**src/rtl/seq_det_pkg.sv**
```systemverilog
// Shared definitions for the 1011 serial sequence detector: state encodings,
// state width and the reference pattern.
package seq_det_pkg;

  localparam int unsigned STATE_W = 3;

  typedef enum logic [STATE_W-1:0] {
    S_IDLE = 3'd0,
    S_1    = 3'd1,
    S_10   = 3'd2,
    S_101  = 3'd3,
    S_1011 = 3'd4
  } state_e;

  localparam logic [3:0] PATTERN = 4'b1011;

endpackage

```
**src/rtl/seq_det_1011_fsm_sat_counter.sv**
```systemverilog
// Saturating up-counter with a synchronous clear that takes priority over increment.
module sat_counter #(
  parameter int unsigned CNT_W = 8
) (
  input  logic             clk,
  input  logic             rst_n,
  input  logic             inc,
  input  logic             clr,
  output logic [CNT_W-1:0] count
);

  logic [CNT_W-1:0] cnt_q;
  logic [CNT_W-1:0] cnt_d;

  always_comb begin
    cnt_d = cnt_q;
    if (clr) begin
      cnt_d = '0;
    end else if (inc && (cnt_q != '1)) begin
      cnt_d = cnt_q + 1'b1;
    end
  end

  always_ff @(posedge clk or negedge rst_n) begin
    if (!rst_n) begin
      cnt_q <= '0;
    end else begin
      cnt_q <= cnt_d;
    end
  end

  assign count = cnt_q;

endmodule

```
**src/rtl/seq_det_1011_fsm.sv**
```systemverilog
// Moore recogniser for serial pattern 1011 with registered detect pulse and
// saturating detection count. Define SEQ_DET_1011_MEALY_EN to add det_early.
module seq_det_1011_fsm
  import seq_det_pkg::*;
#(
  parameter int unsigned OVERLAP = 1,
  parameter int unsigned CNT_W   = 8
) (
  input  logic               clk,
  input  logic               reset_n,
  input  logic               din,
  input  logic               din_valid,
  input  logic               cnt_clear,
  output logic               detect,
  output logic [CNT_W-1:0]   det_count,
  output logic [STATE_W-1:0] state
`ifdef SEQ_DET_1011_MEALY_EN
  ,
  output logic               det_early
`endif
);

  state_e state_q;
  state_e state_d;
  logic   detect_q;
  logic   detect_d;

  always_comb begin
    state_d = state_q;
    case (state_q)
      S_IDLE:  if (din_valid) state_d = din ? S_1    : S_IDLE;
      S_1:     if (din_valid) state_d = din ? S_1    : S_10;
      S_10:    if (din_valid) state_d = din ? S_101  : S_IDLE;
      S_101:   if (din_valid) state_d = din ? S_1011 : S_10;
      S_1011:  if (din_valid) state_d = din ? S_1 : ((OVERLAP != 0) ? S_10 : S_IDLE);
      // Illegal encodings recover unconditionally, even without a valid bit.
      default: state_d = S_IDLE;
    endcase
    detect_d = din_valid && (state_d == S_1011);
  end

  always_ff @(posedge clk or negedge reset_n) begin
    if (!reset_n) begin
      state_q  <= S_IDLE;
      detect_q <= 1'b0;
    end else begin
      state_q  <= state_d;
      detect_q <= detect_d;
    end
  end

  sat_counter #(
    .CNT_W (CNT_W)
  ) u_det_cnt (
    .clk   (clk),
    .rst_n (reset_n),
    .inc   (detect_d),
    .clr   (cnt_clear),
    .count (det_count)
  );

  assign detect = detect_q;
  assign state  = state_q;

`ifdef SEQ_DET_1011_MEALY_EN
  assign det_early = din_valid && din && (state_q == S_101);
`endif

endmodule
```
**config.mk**
```make
export PLATFORM = sky130hd
export DESIGN_NAME = seq_det_1011_fsm
export DESIGN_NICKNAME = d
export VERILOG_FILES = /design/src/rtl/seq_det_pkg.sv /design/src/rtl/seq_det_1011_fsm_sat_counter.sv /design/src/rtl/seq_det_1011_fsm.sv
export SDC_FILE = /design/constraint.sdc
export NUM_CORES = 1
export LEC_CHECK = 0
export BUFFER_PORTS_ARGS = -buffer_cell sky130_fd_sc_hd__buf_2
export CORE_MARGIN = 5
export CORE_UTILIZATION = 43
export DETAILED_ROUTE_END_ITERATION = 10
export PLACE_DENSITY = 0.81
export RECOVER_POWER = 25
export SYNTH_ARGS = -nofsm -noshare
export SYNTH_HDL_FRONTEND = slang
export SYNTH_SLANG_ARGS = --single-unit
```
**constraint.sdc**
```tcl
create_clock -name clk -period 1.6 [get_ports clk]
set_clock_uncertainty 0.2 [all_clocks]
set_input_delay 0.32 -clock clk [delete_from_list [all_inputs] [get_ports clk]]
set_output_delay 0.32 -clock clk [all_outputs]
set_load 0.02 [all_outputs]
```
[Yosys cells after proc, flatten, opt, wreduce, memory -nomap -nowiden]
Index checks and enable logic that the tools add are counted.
Storage, ports and cells
  bits in registers: 12
  output and inout port bits: 12
  word-level logic and storage cells: 26
Operators by class
  add/sub/neg operators: 1
  equality and inequality tests: 6
  muxes and demuxes: 11
  reductions and logical operators: 5
Operator list (number)
  two-way mux 8 bit: 2
  two-way mux 3 bit: 5
  one-hot mux 3 bit (4 select lines): 1
  adder 8 x 1 -> 8 bit (second input constant): 1
  != test 8 bit (second input constant): 1
  equality test 3 x 2 -> 1 bit (second input constant): 2
  equality test 3 bit (second input constant): 2
  two-way mux 2 bit: 2
  equality test 3 x 1 -> 1 bit (second input constant): 1
  zero test 3 bit: 1
  logical AND 1 bit: 2
  nonzero test 2 bit: 1
  OR reduction 2 bit: 1
  two-way mux 1 bit: 1

[Longest topological paths before layout]
Gate-level depths: netlist of the first run.
  depth after elaboration: 8
  gate-level depth with buffers: 6
  depth with buffers taken out: 5

[Modules after synthesis]
Synthesis of the first run repeated with hierarchy kept, for this count alone.
Unflattened totals
  cells, all modules: 69
  area total of the unflattened synthesis: 676.9 um^2
By module, submodules not included
  sat_counter: times used 1, cells an instance 49, area an instance 464.2 um^2, sequential area each 200.2 um^2
  seq_det_1011_fsm: times used 1, cells an instance 20, area an instance 212.7 um^2, sequential area each 100.1 um^2

[Worst setup path after synthesis of the first run]
OpenSTA, ideal clock, no wires.
  path kind: register to register
  from: register u_det_cnt.cnt_q[0] (netlist: u_det_cnt.count[0])
  to: register u_det_cnt.cnt_q[3] (netlist: u_det_cnt.count[3])
  library setup time: 0.078 ns
  arrival: 1.541 ns
  data required time: 1.322 ns
  slack: -0.218 ns
  stages on the path, launching flop included: 7
  path buffers: 1
  period minus slack after synthesis: 1.818 ns
  path through: dfrtp_1 -> ha_1 -> nand3_1 -> o211ai_2 -> buf_6 -> or3_1 -> a21oi_1
On the way
  longest elaborated chain between the ends: 3
  elaborated cells between the ends (all ways): 6
  classes of those cells: add/sub: 1; eq/ne: 1; mux: 2; reduce/logical: 2
Ends and longest elaborated chain
  start, declared: RTL line seq_det_1011_fsm_sat_counter.sv:12  | logic [CNT_W-1:0] cnt_q;
  start signal, assigned: RTL line seq_det_1011_fsm_sat_counter.sv:28  | cnt_q <= cnt_d;
  adder 8 x 1 -> 8 bit or != test 8 bit (tied branches): RTL line seq_det_1011_fsm_sat_counter.sv:20, seq_det_1011_fsm_sat_counter.sv:19
  two-way mux 8 bit or logical AND 1 bit (tied branches): RTL line seq_det_1011_fsm_sat_counter.sv:19  | end else if (inc && (cnt_q != '1)) begin
  two-way mux 8 bit or nonzero test 2 bit (tied branches)
Several ways; a longest one is shown, not always the timed one. The select of a mux whose other input is x is not followed.
A chain may end at the register's enable or synchronous reset.

[Worst setup path after layout of the first run]
  from: register state_q[2] (netlist: state[2])
  to: register u_det_cnt.cnt_q[5] (netlist: u_det_cnt.count[5])
On the way
  longest elaborated chain between the ends: 7
  elaborated cells between the ends (all ways): 15
  classes of those cells: eq/ne: 5; mux: 5; reduce/logical: 5
Ends and longest elaborated chain
  start, declared: RTL line seq_det_1011_fsm.sv:23  | state_e state_q;
  start signal, assigned: RTL line seq_det_1011_fsm.sv:47  | state_q <= state_d;
  equality test 3 bit or equality test 3 x 1 -> 1 bit (tied branches): RTL line seq_det_1011_fsm.sv:30  | case (state_q)
  OR reduction 2 bit (no line)
  one-hot mux 3 bit (4 select lines) *: RTL line seq_det_1011_fsm.sv:30
  equality test 3 bit *: RTL line seq_det_1011_fsm.sv:39  | detect_d = din_valid && (state_d == S_1011);
  logical AND 1 bit *: RTL line seq_det_1011_fsm.sv:39
  logical AND 1 bit *: RTL line seq_det_1011_fsm_sat_counter.sv:19
  nonzero test 2 bit (no line) *
Mark *: on every way between the ends. The rest lies on a longest branch, timed or not.

==> qor.yml, run 1 <==
outcome: "finished, violations left"
violations: "setup timing"
viasPerCell: 5.61
crit_fanout: 8
wirelength_met1_um: 691
p_clk_frac: 0.368
gp_routability_congestion: 0.803
htreeDepth: 1
final_nets: 106
post-route-util: 0.709
crit_chain: "and4b_1 > o211ai_4 > or4_4 > a21oi_2"
ys_ff_latch: 12
post-place-ws_ps: -117
seqPwrFrac: 0.477
swShare: 0.263
grt_max_degree: 13
netlist_instances: 60
period_needed_ps: 1730
p_leak_nw: 0.437
floorplan.initialDensity: 0.455
cts_sinks: 12
yosys_warnings: 0
layout_commonest_cell: "buf_4"
routed_wl_mm: 1.68
core_um2: 1320
grt_pass1_vias: 661
top_layer_used: "met4"
min_period_over_period: 1.08
drive_above_1_share: 0.535
vias: 640
final_cell_mix: "buf_4, buf_2, dfrtp_1"
dp_hpwl_mm: 1.20
grt.total_usage: 0.183
clk_latency_ps: 270
cp_data_required_time_ps: 1600
drc_errors: 0
crit_path_start_kind: "flop"
synth_edf_count: 0
multiInputGateArea_um2: 323
layout_setup_ws_ps: -128
ant_nets: 0
row_count: 13
fillCellCount: 99
synth_area_per_cell_um2: 9.99
die_w_um: 47.3
end_kind: "flop"
die_y_um: 47.3
area_delta_synth_final_pct: 55.9
max_freq_ghz: 0.579
synth_area_leaders: "dfrtp_1, a21oi_1, o31ai_1"
critical_path_arrival_ps: 1730
worstMarginPinSlew_ps: 655
yosys.area.top_type: "dfrtp_1"
hold_viol: 0
grt_pass1_wl_mm: 2.83
synth-async-reset-ratio: 1.00
rsz0062_at_grt: "yes"
powerDensity_nw_per_um2: 717
ioPinCount: 17
yosysUniqueCellTypes: 23
hp-class: "input pin to flop"
power.switching_mw: 0.176
wl_met3_um: 100
drt_iter0_markers: 10
cts_root_buf: "clkbuf_4"
grt.overflow.total: 0
cts_buffer_depth: 2
synthFlopType: "dfrtp_1"
intPower_mw: 0.494
crit_type: "flop to flop"
post_drt_wl_per_cell_um: 14.7
numCtsBuffers: 3
antenna_found_initial: 0
syn_nets: 66
ir_worst_vdd_v: 0.000590
max_stage_delay_ps: 500
cts_tree: "built"
crit_slowest_cell: "or4_4"
synth_top_area_frac: 0.501
slew_headroom: 0.563
seq_area_frac_synth: 0.501
drv_slew: 0
die_area_um2: 2240
seqCellArea_um2: 307
synth_area_um2: 599
hold_ws_ps: 125
setup_violations: 8
power_frac_comb: 0.156
antenna_cells: 0
wl_met2_um: 867
firstDrtPassIters: 4
path_clk_slew_ps: 80
maxCapViolCount: 0
portBuffers: 16
[critical path: cells and delay by family (launching register included)]
| kind | cells | cell delay (ps) |
|---|---|---|
| flops | 1 | 410 |
| simple gates | 2 | 800 |
| compound gates | 2 | 250 |
[final timing paths]
path,start,cells past startpoint,slack [ps],endpoint
worst max-delay path,state[2],4,-130,u_det_cnt.count[5]
worst min-delay path,cnt_clear,2,130,u_det_cnt.count[2]
worst max register to register,state[2],4,-130,u_det_cnt.count[5]
worst min register to register,state[2],2,430,state[0]
max in group asynchronous,reset_n,2,360,u_det_cnt.count[4]
min in group asynchronous,reset_n,2,380,u_det_cnt.count[2]
[metal layers]
layer / vias up / global-route usage
li1: 305 / -
met1: 315 / 0.195
met2: 18 / 0.332
met3: 2 / 0.0421
met4: 0 / 0.0939
met5: - / 0
[sequential cells by signal (all words and copies together) (netlist names)]
register,count
detect,1
state,3
u_det_cnt.count,8
[Yosys cell counts (all sizes together), types with 3 or more instances]
| master | instances |
|---|---|
| o31ai | 3 |
| or3 | 3 |
| inv | 3 |
| a21oi | 8 |
| o21ai | 3 |
| or4 | 3 |
| dfrtp | 12 |
| nand3 | 4 |
| nor2 | 4 |
| nand2 | 3 |
[metrics by stage]
step,power [mW],cell area (um^2),TNS [ps],instances
finish,0.670,935,-654,114
global route,0.709,935,-1240,114
CTS,0.673,905,-370,113
detailed placement,0.423,837,-582,107
global placement,0.418,837,-246,107
floorplan,0.373,618,-334,60
[power groups by stage]
stage                     registers, mW  logic, mW  clock network [mW]
after floorplan                   0.342     0.0311                   0
final                             0.319      0.104               0.246
after CTS                         0.320      0.102               0.252
after global placement            0.324     0.0938                   0
after global routing              0.321      0.116               0.272
after detailed placement          0.324     0.0981                   0
[logic make-up after synthesis]
logic type	count (synthesis)	share of synthesized area
mux	2	0.0334
simple gates	21	0.192
xor+xnor	1	0.0146
buf+inv	5	0.0438
fa+ha+maj	1	0.0209
flops	12	0.501
compound gates	18	0.194
[cell type report]
cell class / count / area share
multi-input cells: 43 / 0.345
inverters: 3 / 0.0120
repair buffers: 37 / 0.256
well taps: 15 / 0.0201
flip-flops and latches: 12 / 0.328
clock buffers: 4 / 0.0388
[timing repair]
| item | in CTS | in global routing |
|---|---|---|
| resized for setup | 2 | 6 |
| endpoints found under the setup margin | 8 | 8 |
| hold buffers | 1 | 0 |
| pin swaps | 1 | 0 |
| hold endpoints to repair | 12 | 0 |
| buffers inserted | 1 | 1 |
Power figures use the tool's default switching activity.
==> run 2, diff against run 1 <==
--- a/constraint.sdc
+++ b/constraint.sdc
@@ -4,2 +4,2 @@
 set_output_delay 0.32 -clock clk [all_outputs]
-set_load 0.02 [all_outputs]
+set_load 0.05 [all_outputs]
==> qor.yml, run 2 (synthesis results as in run 1) <==
power.switching_mw: 0.193
grt_pass1_wl_mm: 2.59
fin_tns_setup_ps: -587
end_kind: "flop"
slew_headroom: 0.568
layout_setup_ws_ps: -119
crit_fanout: 7
firstDrtPassIters: 4
design_area_um2: 936
violations: "setup timing"
crit_type: "flop to flop"
power_frac_comb: 0.189
antenna_cells: 0
p_leak_nw: 0.424
grt.overflow.total: 0
setup_violations: 7
min_period_over_period: 1.07
maxCapViolCount: 0
hold_ws_ps: 103
vias: 625
largest_register_ffs: 8
portBuffers: 16
drt_iter0_markers: 8
row_count: 13
cts_buffer_depth: 2
die_area_um2: 2240
period_needed_ps: 1720
drc_errors: 0
drv_slew: 0
rsz0062_at_grt: "yes"
outcome: "finished, violations left"
floorplan.initialDensity: 0.455
swShare: 0.279
placed_area_um2: 847
numCtsBuffers: 3
placedCellCount: 107
gp_routability_congestion: 0.789
drive_above_1_share: 0.541
post-route-util: 0.710
area_delta_synth_final_pct: 56.2
cts_sinks: 12
fin_cells: 113
post_drt_wl_per_cell_um: 14.5
hold_viol: 0
p_clk_frac: 0.352
max_freq_ghz: 0.582
die_w_um: 47.3
cts_tree: "built"
clk_latency_ps: 280
ant_nets: 0
crit_path_start_kind: "flop"
ir_worst_vdd_v: 0.000474
intPower_mw: 0.499
critical_path_arrival_ps: 1720
hp-class: "input pin to flop"
final_cell_mix: "buf_4, buf_2, dfrtp_2"
final_nets: 105
htreeDepth: 1
grt_pass1_vias: 656
powerDensity_nw_per_um2: 740
dp_hpwl_mm: 1.20
grt_max_degree: 13
antenna_found_initial: 0
worstMarginPinSlew_ps: 647
path_clk_slew_ps: 80
cts_root_buf: "clkbuf_4"
layout_commonest_cell: "buf_4"
core_um2: 1320
cp_data_required_time_ps: 1600
ioPinCount: 17
routed_wl_mm: 1.64
seqPwrFrac: 0.459
die_y_um: 47.3
viasPerCell: 5.53
grt.total_usage: 0.168
-- run 2: changes by cell type in the layout (fill, tap and decap cells not counted), sizes merged --
cell	change
buf	-2
clkbuf	+1
-- run 2: area by class of cell --
class                           instances  area [um^2]
Timing Repair Buffer                   36          248
Fill cell                             103          382
Multi-Input combinational cell         43          310
Sequential cell                        12          312
Tap cell                               15         18.8
Clock buffer                            4         36.3
Inverter                                3         11.3
-- run 2: what timing repair did --
action,CTS,global route
endpoints found under the setup margin,6,12
pin swaps,1,2
endpoints found under the hold margin,12,0
hold buffers,1,0
gates resized for setup,3,10
buffers inserted,0,1
-- run 2: metal layers --
| metal | vias to the layer above | track usage | routed length [um] | share of wire |
|---|---|---|---|---|
| met2 | 21 | 0.310 | 804 | 0.49 |
| met4 | 0 | 0.110 | 41 | 0.025 |
| met3 | 4 | 0.0230 | 109 | 0.067 |
| met5 | - | 0 | 0 | 0 |
| met1 | 300 | 0.172 | 681 | 0.42 |
| li1 | 300 | - | - | - |
-- run 2: final timing paths --
| check | end | slack (ps) | depth (start not counted) | from |
|---|---|---|---|---|
| worst min-delay path | u_det_cnt.count[5] | 100 | 2 | cnt_clear |
| worst min register to register | state[0] | 410 | 2 | state[2] |
| min in group asynchronous | detect | 370 | 2 | reset_n |
| worst max-delay path | u_det_cnt.count[7] | -120 | 4 | state[2] |
| max in group asynchronous | state[1] | 370 | 2 | reset_n |
| worst max register to register | u_det_cnt.count[7] | -120 | 4 | state[2] |
-- run 2: power by group through the flow --
stage / Clock [mW] / Combinational (mW) / Sequential, mW
floorplan: 0 / 0.0313 / 0.364
global placement: 0 / 0.116 / 0.324
detailed placement: 0 / 0.119 / 0.324
CTS: 0.248 / 0.124 / 0.320
global route: 0.267 / 0.142 / 0.319
finish: 0.244 / 0.131 / 0.318
-- run 2: through the flow --
step / setup slack, ps / total power [mW]
2_1_floorplan: -219 / 0.395
3_3_place_gp: -85.1 / 0.440
3_5_place_dp: -123 / 0.444
4_1_cts: -133 / 0.692
5_1_grt: -172 / 0.727
6_report: -119 / 0.693
-- run 2: critical path, stage by stage (launching register included) --
cell,delay [ps]
dfrtp_2,400
and4b_1,300
o211ai_4,120
or4_4,490
a21oi_2,140
==> run 3, diff against run 2 <==
BUFFER_PORTS_ARGS = not set   (was -buffer_cell sky130_fd_sc_hd__buf_2)
CORE_AREA = 5 5 42 44   (was not set)
CORE_MARGIN = not set   (was 5)
CORE_UTILIZATION = not set   (was 43)
DIE_AREA = 0 0 47 49   (was not set)
DONT_BUFFER_PORTS = 1   (was not set)
PLACE_DENSITY = 0.72   (was 0.81)
SETUP_SLACK_MARGIN = 0.05   (was not set)
==> qor.yml, run 3 (synthesis results as in run 1) <==
reg2reg_setup_slack_ps: -140
worstMarginPinSlew_ps: 539
ioPinCount: 17
gp_routability_congestion: 0.767
swShare: 0.282
htreeDepth: 1
critical_path_arrival_ps: 1740
hp-class: "input pin to flop"
slew_headroom: 0.639
powerDensity_nw_per_um2: 681
layout_commonest_cell: "buf_4"
fillCellCount: 122
final_cell_mix: "buf_4, dfrtp_2, a21oi_1"
vias: 601
antenna_cells: 0
ant_nets: 0
firstDrtPassIters: 4
row_count: 14
period_needed_ps: 1740
cts_hold_buf: 3
crit_path_start_kind: "flop"
fin_cells: 106
drive_above_1_share: 0.489
grt_max_degree: 13
p_total_mw: 0.618
grt_pass1_wl_mm: 2.54
p_clk_frac: 0.307
cts_tree: "built"
die_area_um2: 2300
cts_buffer_depth: 2
floorplan.initialDensity: 0.428
multiInputGateArea_um2: 324
crit_family: "simple AND/OR/NAND/NOR gates"
final_nets: 97
crit_buf_inv: 1
path_depth: 5
hold_viol: 8
maxCapViolCount: 0
drt_iter0_markers: 7
drv_slew: 0
die_y_um: 49
layout_setup_ws_ps: -143
seqPwrFrac: 0.524
p_leak_nw: 0.376
portBuffers: 0
clk_latency_ps: 270
fin_tns_setup_ps: -562
routed_wl_mm: 1.55
viasPerCell: 5.67
cts_root_buf: "clkbuf_4"
r2r_cells: 5
hold_ws_ps: -104
ir_worst_vdd_v: 0.000401
crit_slowest_cell: "dfrtp_2"
cts_sinks: 12
antenna_found_initial: 0
crit_type: "flop to flop"
post_drt_wl_per_cell_um: 14.7
crit_chain: "and4b_2 > o211ai_4 > buf_4 > or3_1 > a21oi_2"
timing.rr.start: "state[2]"
setup_violations: 7
largest_register_ffs: 8
cp_data_required_time_ps: 1590
startpoint: "state[2]"
min_period_over_period: 1.09
drc_errors: 0
path_clk_slew_ps: 70
die_w_um: 47
grt.total_usage: 0.150
crit_fanout: 5
numCtsBuffers: 3
max_freq_ghz: 0.574
crit_end: "u_det_cnt.count[3]"
outcome: "finished, violations left"
power_frac_comb: 0.169
max_stage_delay_ps: 400
core_um2: 1400
grt.overflow.total: 0
violations: "hold timing, setup timing"
grt_pass1_vias: 637
intPower_mw: 0.444
area_delta_synth_final_pct: 51.4
power.switching_mw: 0.174
placedCellCount: 96
dp_hpwl_mm: 1.12
crit-reg2reg-capture: "u_det_cnt.count[3]"
rsz0062_at_grt: "yes"
end_kind: "flop"
seqCellArea_um2: 312
[run 3: layout make-up]
| type | instances | area share |
|---|---|---|
| well taps | 16 | 0.0221 |
| clock buffers | 4 | 0.0290 |
| flip-flops and latches | 12 | 0.343 |
| repair buffers | 27 | 0.236 |
| inverters | 3 | 0.0124 |
| multi-input cells | 44 | 0.357 |
[run 3: worst min path at each step]
stage | endpoint | start | slack, ps | depth (start not counted)
floorplan | detect | reset_n | -180 | 0
global placement | u_det_cnt.count[2] | reset_n | -180 | 0
detailed placement | u_det_cnt.count[2] | reset_n | -180 | 0
CTS | u_det_cnt.count[3] | cnt_clear | -100 | 1
global route | u_det_cnt.count[6] | cnt_clear | -120 | 1
finish | u_det_cnt.count[6] | cnt_clear | -100 | 1
[run 3: what timing repair did]
item / 4_1_cts / 5_1_grt
resized for setup: 2 / 4
pin swaps: 5 / 1
gates cloned: 1 / 0
hold endpoints to repair: 22 / 8
endpoints found under the setup margin: 8 / 9
buffers inserted: 2 / 0
[run 3: layer usage]
metal / wire length [um] / part of all wire / vias up / track usage
met1: 603 / 0.39 / 293 / 0.159
met5: 0 / 0 / - / 0
met3: 134 / 0.086 / 0 / 0.0590
li1: - / - / 287 / -
met4: 0 / 0 / 0 / 0.0691
met2: 817 / 0.53 / 21 / 0.249
[run 3: worst register-to-register path, delay by kind of cell, from the launching register on]
family                 cells  cell delay (ps)
AO/OA/AOI/OAI              2              230
flip-flops                 1              400
AND/OR/NAND/NOR            2              680
buffers and inverters      1              160
[run 3: metrics by stage]
stage	hold WS (ps)	setup slack [ps]	instance area (um^2)	util
after floorplan	-176	-219	628	-
after CTS	-103	-109	892	0.637
after detailed placement	-175	-177	798	0.570
after global routing	-125	-194	907	0.647
after global placement	-175	-155	798	0.570
final	-104	-143	907	0.647
[run 3: power by group through the flow]
| stage | clock network (mW) | registers [mW] | logic [mW] |
|---|---|---|---|
| final | 0.190 | 0.324 | 0.104 |
| after global routing | 0.213 | 0.325 | 0.112 |
| after CTS | 0.194 | 0.324 | 0.104 |
| after detailed placement | 0 | 0.328 | 0.0901 |
| after global placement | 0 | 0.327 | 0.0882 |
| after floorplan | 0 | 0.364 | 0.0313 |
